File: src/rtl/br_update_unit.sv
// br_update_unit: branch resolution, fetch redirect, agree-BTB write and PHT/GHR update.
// Resolutions are registered for one cycle and committed to the BTB, PHT, GHR and statistics counters.
module br_update_unit #(
    parameter int INDEX_WIDTH = 6,
    parameter int PHT_WIDTH   = 8
) (
    input  logic                    clk_i,
    input  logic                    rst_ni,
    input  logic [31:0]             if_pc_i,
    output logic [PHT_WIDTH-1:0]    if_pht_index_o,
    output logic                    if_agree_o,
    input  logic                    ex_valid_i,
    input  logic                    ex_is_branch_i,
    input  logic                    ex_is_jump_i,
    input  logic [31:0]             ex_pc_i,
    input  logic [31:0]             ex_target_i,
    input  logic                    ex_taken_i,
    input  logic                    ex_pred_taken_i,
    input  logic [31:0]             ex_pred_target_i,
    input  logic                    ex_btb_hit_i,
    input  logic                    ex_bias_i,
    input  logic [PHT_WIDTH-1:0]    ex_pht_index_i,
    output logic                    redirect_o,
    output logic [31:0]             redirect_pc_o,
    output logic                    btb_wren_o,
    output logic [INDEX_WIDTH-1:0]  btb_wr_index_o,
    output logic [29-INDEX_WIDTH:0] btb_wr_tag_o,
    output logic [31:0]             btb_wr_target_o,
    output logic                    btb_br_taken_o,
    output logic [31:0]             branch_count_o,
    output logic [31:0]             mispredict_count_o
);
    localparam int PHT_DEPTH = 2 ** PHT_WIDTH;

    typedef struct packed {
        logic [31:0]          pc;
        logic [31:0]          target;
        logic                 taken;
        logic                 hit;
        logic                 bias;
        logic [PHT_WIDTH-1:0] pht_index;
        logic                 is_branch;
        logic                 alloc;
        logic                 wr;
        logic                 mis;
    } upd_t;

    logic                 res, mis, alloc, retarget, agree, br_commit;
    logic [1:0]           cnt;
    logic [1:0]           pht_q [PHT_DEPTH];
    logic [1:0]           pht_d [PHT_DEPTH];
    logic [PHT_WIDTH-1:0] ghr_q, ghr_d;
    upd_t                 upd_q, upd_d;
    logic                 upd_valid_q, upd_valid_d;
    logic [31:0]          branch_count_q, branch_count_d;
    logic [31:0]          mispredict_count_q, mispredict_count_d;
    logic                 unused_bits;

    assign unused_bits = ^{if_pc_i[31:PHT_WIDTH+2], if_pc_i[1:0], upd_q.pc[1:0]};

    // Fetch lookup reads the committed state only, so a same-cycle write is not bypassed.
    assign if_pht_index_o = if_pc_i[PHT_WIDTH+1:2] ^ ghr_q;
    assign if_agree_o     = pht_q[if_pht_index_o][1];

    always_comb begin
        res           = ex_valid_i & (ex_is_branch_i | ex_is_jump_i);
        mis           = res & ((ex_taken_i != ex_pred_taken_i) |
                               (ex_taken_i & (ex_pred_target_i != ex_target_i)));
        alloc         = ex_taken_i & !ex_btb_hit_i;
        retarget      = ex_taken_i & ex_btb_hit_i & (ex_pred_target_i != ex_target_i);
        redirect_o    = mis;
        redirect_pc_o = ex_taken_i ? ex_target_i : ex_pc_i + 32'd4;
        upd_valid_d   = res;
        upd_d         = res ? '{pc: ex_pc_i, target: ex_target_i, taken: ex_taken_i,
                                hit: ex_btb_hit_i, bias: ex_bias_i, pht_index: ex_pht_index_i,
                                is_branch: ex_is_branch_i, alloc: alloc,
                                wr: alloc | retarget, mis: mis} : upd_q;
        // A BTB miss allocates with bias equal to the outcome, so it always agrees.
        agree         = upd_q.hit ? (upd_q.taken == upd_q.bias) : 1'b1;
        br_commit     = upd_valid_q & upd_q.is_branch;
        cnt           = pht_q[upd_q.pht_index];
        pht_d         = pht_q;
        if (br_commit)
            pht_d[upd_q.pht_index] = agree ? ((cnt == 2'd3) ? cnt : cnt + 2'd1)
                                           : ((cnt == 2'd0) ? cnt : cnt - 2'd1);
        ghr_d              = br_commit ? {ghr_q[PHT_WIDTH-2:0], upd_q.taken} : ghr_q;
        branch_count_d     = branch_count_q + 32'(upd_valid_q);
        mispredict_count_d = mispredict_count_q + 32'(upd_valid_q & upd_q.mis);
    end

    always_ff @(posedge clk_i or negedge rst_ni) begin
        if (!rst_ni) begin
            pht_q              <= '{default: 2'b10};
            ghr_q              <= '0;
            upd_q              <= '0;
            upd_valid_q        <= 1'b0;
            branch_count_q     <= '0;
            mispredict_count_q <= '0;
        end else begin
            pht_q              <= pht_d;
            ghr_q              <= ghr_d;
            upd_q              <= upd_d;
            upd_valid_q        <= upd_valid_d;
            branch_count_q     <= branch_count_d;
            mispredict_count_q <= mispredict_count_d;
        end
    end

    // A retarget keeps the existing bias; only a fresh allocation forces it to taken.
    assign btb_wren_o         = upd_valid_q & upd_q.wr;
    assign btb_wr_index_o     = upd_q.pc[INDEX_WIDTH+1:2];
    assign btb_wr_tag_o       = upd_q.pc[31:INDEX_WIDTH+2];
    assign btb_wr_target_o    = upd_q.target;
    assign btb_br_taken_o     = upd_q.alloc ? 1'b1 : upd_q.bias;
    assign branch_count_o     = branch_count_q;
    assign mispredict_count_o = mispredict_count_q;
endmodule

File: config.mk
export PLATFORM = sky130hd
export DESIGN_NAME = br_update_unit
export DESIGN_NICKNAME = d
export VERILOG_FILES = /design/src/rtl/br_update_unit.sv
export SDC_FILE = /design/constraint.sdc
export NUM_CORES = 2
export LEC_CHECK = 0
export BUFFER_PORTS_ARGS = -buffer_cell sky130_fd_sc_hd__buf_2
export CELL_PAD_IN_SITES_DETAIL_PLACEMENT = 2
export CELL_PAD_IN_SITES_GLOBAL_PLACEMENT = 2
export CORE_UTILIZATION = 44
export CTS_BUF_LIST = sky130_fd_sc_hd__clkbuf_4 sky130_fd_sc_hd__clkbuf_8
export CTS_CLUSTER_DIAMETER = 100
export DETAILED_ROUTE_END_ITERATION = 7
export PLACE_DENSITY_LB_ADDON = 0.1
export SLEW_MARGIN = 15
export SYNTH_ARGS = -nofsm -noshare
export SYNTH_HDL_FRONTEND = slang
export SYNTH_SLANG_ARGS = --single-unit
File: constraint.sdc
create_clock -name clk_i -period 8 [get_ports clk_i]
set_input_delay 0.8 -clock clk_i [delete_from_list [all_inputs] [get_ports clk_i]]
set_output_delay 0.8 -clock clk_i [all_outputs]
set_load 0.005 [all_outputs]
==> flow_metrics.py <==
metrics = {
    "clock_tree": {
        "cts_tree": "yes",
        "cts_hold_buf": 0,
        "cts_buffers": 118,
        "post_cts_buffers": 0,
        "insertion_delay_ns": 0.77,
        "clock-sinks": 662,
        "path_clk_slew_ns": 0.06,
        "cts_root_buf": "clkbuf_8",
        "htree_levels": 3,
        "cts-resized-gates": 0,
        "cts_buffer_depth": 3,
    },
    "synth": {
        "syn_area_per_cell_um2": 11.0,
        "synth_flop_cell": "dfrtp_1",
        "synth_edf_count": 0,
        "syn-num-nets": 3256,
        "ys_types": 60,
        "async_flop_share_pct": 100,
        "synthCells": 3106,
        "netlist_area_mm2": 0.0342,
        "ys_seq_area_share_pct": 49.4,
        "yosys_warnings": 0,
        "synth-seq-cells": 662,
    },
    "worst_setup_path": {
        "cp.arrival_ns": 4.91,
        "r2r.worst_path.cells": 11,
        "startpoint": "ghr_q[0]$_DFFE_PN0P_",
        "worstSetupEndpointType": "primary output",
        "path_class": "reg -> out",
        "timing.rr.start": "upd_q[4]$_DFFE_PN0P_",
        "critPathMaxFanout": 21,
        "required_ns": 7.20,
        "crit_path_start_kind": "register",
    },
    "sta": {
        "hold_violations": 0,
        "period_share_pct": 71.4,
        "fmax_mhz": 175,
        "min_period_ns": 5.71,
        "drv_slew": 0,
        "setup_viol": 0,
        "rsz0062_at_grt": "no",
        "fin_worst_skew_ns": 0.0329,
        "slew_headroom_pct": 24.1,
        "setup-tns-final_ns": 0,
        "worst_slew_pin_slew_ns": 1.14,
        "hold_ws_ns": 0.109,
    },
    "cells_and_area": {
        "layout_common_cells": "517 x a21oi_1, 450 x a31oi_1, 403 x dfrtp_1",
        "n_fill_cell": 7701,
        "fin_nets": 3337,
        "final_common_cell": "a21oi_1",
        "final_cell_area_mm2": 0.0386,
        "drive_above_1_share_pct": 34.8,
        "syn2layout_area_growth_pct": 12.8,
    },
    "routing": {
        "post-route-drc-count": 0,
        "firstDrtPassIters": 5,
        "vias": 27891,
        "drt_wl_total_mm": 128,
        "drtAntennaViolNets": 0,
        "drt_iter0_drc": 2421,
        "vias_per_cell": 6.44,
        "wl_per_cell_um": 29.5,
    },
    "power_and_ir_drop": {
        "sequentialPowerShare_pct": 40.6,
        "p_per_area_mw_per_mm2": 256,
        "ir_worst_vdd_mv": 0.150,
        "leakage_uw": 0.0160,
        "power.share.clock_pct": 36.3,
        "switching_power_uw": 3310,
        "internal_power_uw": 6570,
        "switching_share_pct": 33.5,
        "combPwrFrac_pct": 23.0,
        "power.total_uw": 9880,
    },
    "placed_design": {
        "finalWeightedCongestion": 0.866,
        "io_buffers": 290,
        "dp_hpwl_mm": 77.2,
        "place_area_mm2": 0.0358,
    },
    "die": {
        "start_util_pct": 44.7,
        "dieArea_mm2": 0.0788,
        "num_rows": 101,
        "ioPinCount": 315,
        "die_w_um": 281,
        "core_mm2": 0.0765,
        "die_h_um": 281,
    },
    "run": {
        "maxCapViolCount": 0,
    },
    "status": {
        "run_status": "complete, no violations",
    },
    "global_route": {
        "grt_max_degree": 257,
        "grt.overflow.total": 0,
        "track_usage_pct": 32.4,
        "grt_pass1_vias": 30665,
        "antenna_found_initial": 6,
        "grt_pass1_wl_mm": 194,
    },
    "min_path": {
        "hp-class": "in -> async",
    },
}
through the flow:
| stage | worst slack, ns | std cells | util (%) |
|---|---|---|---|
| floorplan | 3.81 | 3106 | - |
| global placement | 2.66 | 4096 | 46.8 |
| detailed placement | 2.57 | 4096 | 46.8 |
| CTS | 2.17 | 4322 | 50.4 |
| global route | 1.98 | 4327 | 50.4 |
| finish | 2.29 | 4329 | 50.4 |
cell families after synthesis:
kind of cell | Yosys count | synth area share [%]
buffers and inverters | 411 | 6.08
muxes | 330 | 16.2
adders and majority gates | 7 | 0.249
DFF | 662 | 49.4
and+or+nand+nor | 478 | 6.43
xor gates and xnor gates | 129 | 3.31
AOI/OAI and AO/OA | 1089 | 18.3
metal layers:
layer	up-vias	wire [um]	track usage [%]
li1	11812	-	-
met1	15017	53500	42.8
met2	838	64300	54.4
met3	220	6490	5.07
met4	4	3440	10.6
met5	-	27	0
sequential cells by signal, summed over array words and instances, names as in the netlist:
register and cells:
btb_wr_index_o 6, btb_wr_target_o 32, upd_valid_q 1, ghr_q 8
btb_wr_tag_o 24, pht_q 512, branch_count_o 32, mispredict_count_o 32
upd_q 15
cell usage after synthesis, types with 7 or more instances:
master	count	area share, %
a21oi_1	517	7.6
a31oi_1	450	8.2
dfrtp_1	406	30
dfstp_2	256	20
clkbuf_1	232	2.5
mux4_2	172	11
nand2_1	152	1.7
nor2_1	140	1.5
buf_4	119	2.6
mux2i_1	80	2.3
mux2_2	78	2.6
xnor2_1	65	1.7
xor2_1	64	1.6
nand3_1	48	0.70
o21ai_0	41	0.60
buf_2	40	0.59
a22oi_1	34	0.75
nand4_1	27	0.49
nor3_1	26	0.38
and3_1	24	0.44
nand2b_1	13	0.24
nor4_1	13	0.24
a221oi_1	11	0.28
inv_1	10	0.11
nor2b_1	10	0.18
and2_1	8	0.15
a22o_1	7	0.18
power by group through the flow:
| stage | Clock (uW) | Combinational, uW | Sequential (uW) |
|---|---|---|---|
| floorplan | 0 | 1560 | 3930 |
| global placement | 0 | 2140 | 4010 |
| detailed placement | 0 | 2240 | 4050 |
| CTS | 3650 | 2260 | 4010 |
| global route | 3780 | 2420 | 4040 |
| finish | 3590 | 2280 | 4010 |
critical path, cell delays in order (launching register included):
cell and delay [ns]:
dfrtp_1 0.48, xor2_4 0.75, buf_4 0.56, mux4_2 0.59, mux4_2 0.51, a22o_1 0.28
a221oi_1 0.44, mux4_2 0.35, inv_1 0.04, buf_2 0.12
path summary, 6_finish.rpt:
kind                                                     to  slack [ns]
setup / recovery                                 if_agree_o        2.29
hold / removal                 branch_count_o[23]$_DFF_PN0_        0.11
setup reg to reg                     pht_q[234]$_DFFE_PN0P_        2.58
hold reg to reg            mispredict_count_o[31]$_DFF_PN0_        0.48
max in group asynchronous            pht_q[432]$_DFFE_PN0P_        6.44
min in group clk_i                    upd_q[12]$_DFFE_PN0P_        0.27
cell type report:
type / count / area [um^2] / share of cell area, %
clock buffer: 211 / 2520 / 6.54
sequential: 662 / 16900 / 43.8
antenna: 6 / 15.0 / 0.0389
inverter: 10 / 37.5 / 0.0973
timing repair buffer: 362 / 2110 / 5.47
multi-input combinational: 2033 / 15500 / 40.2
tap: 1030 / 1290 / 3.34
clock inverter: 15 / 178 / 0.461
No activity file was read; power rests on OpenSTA's default activity.
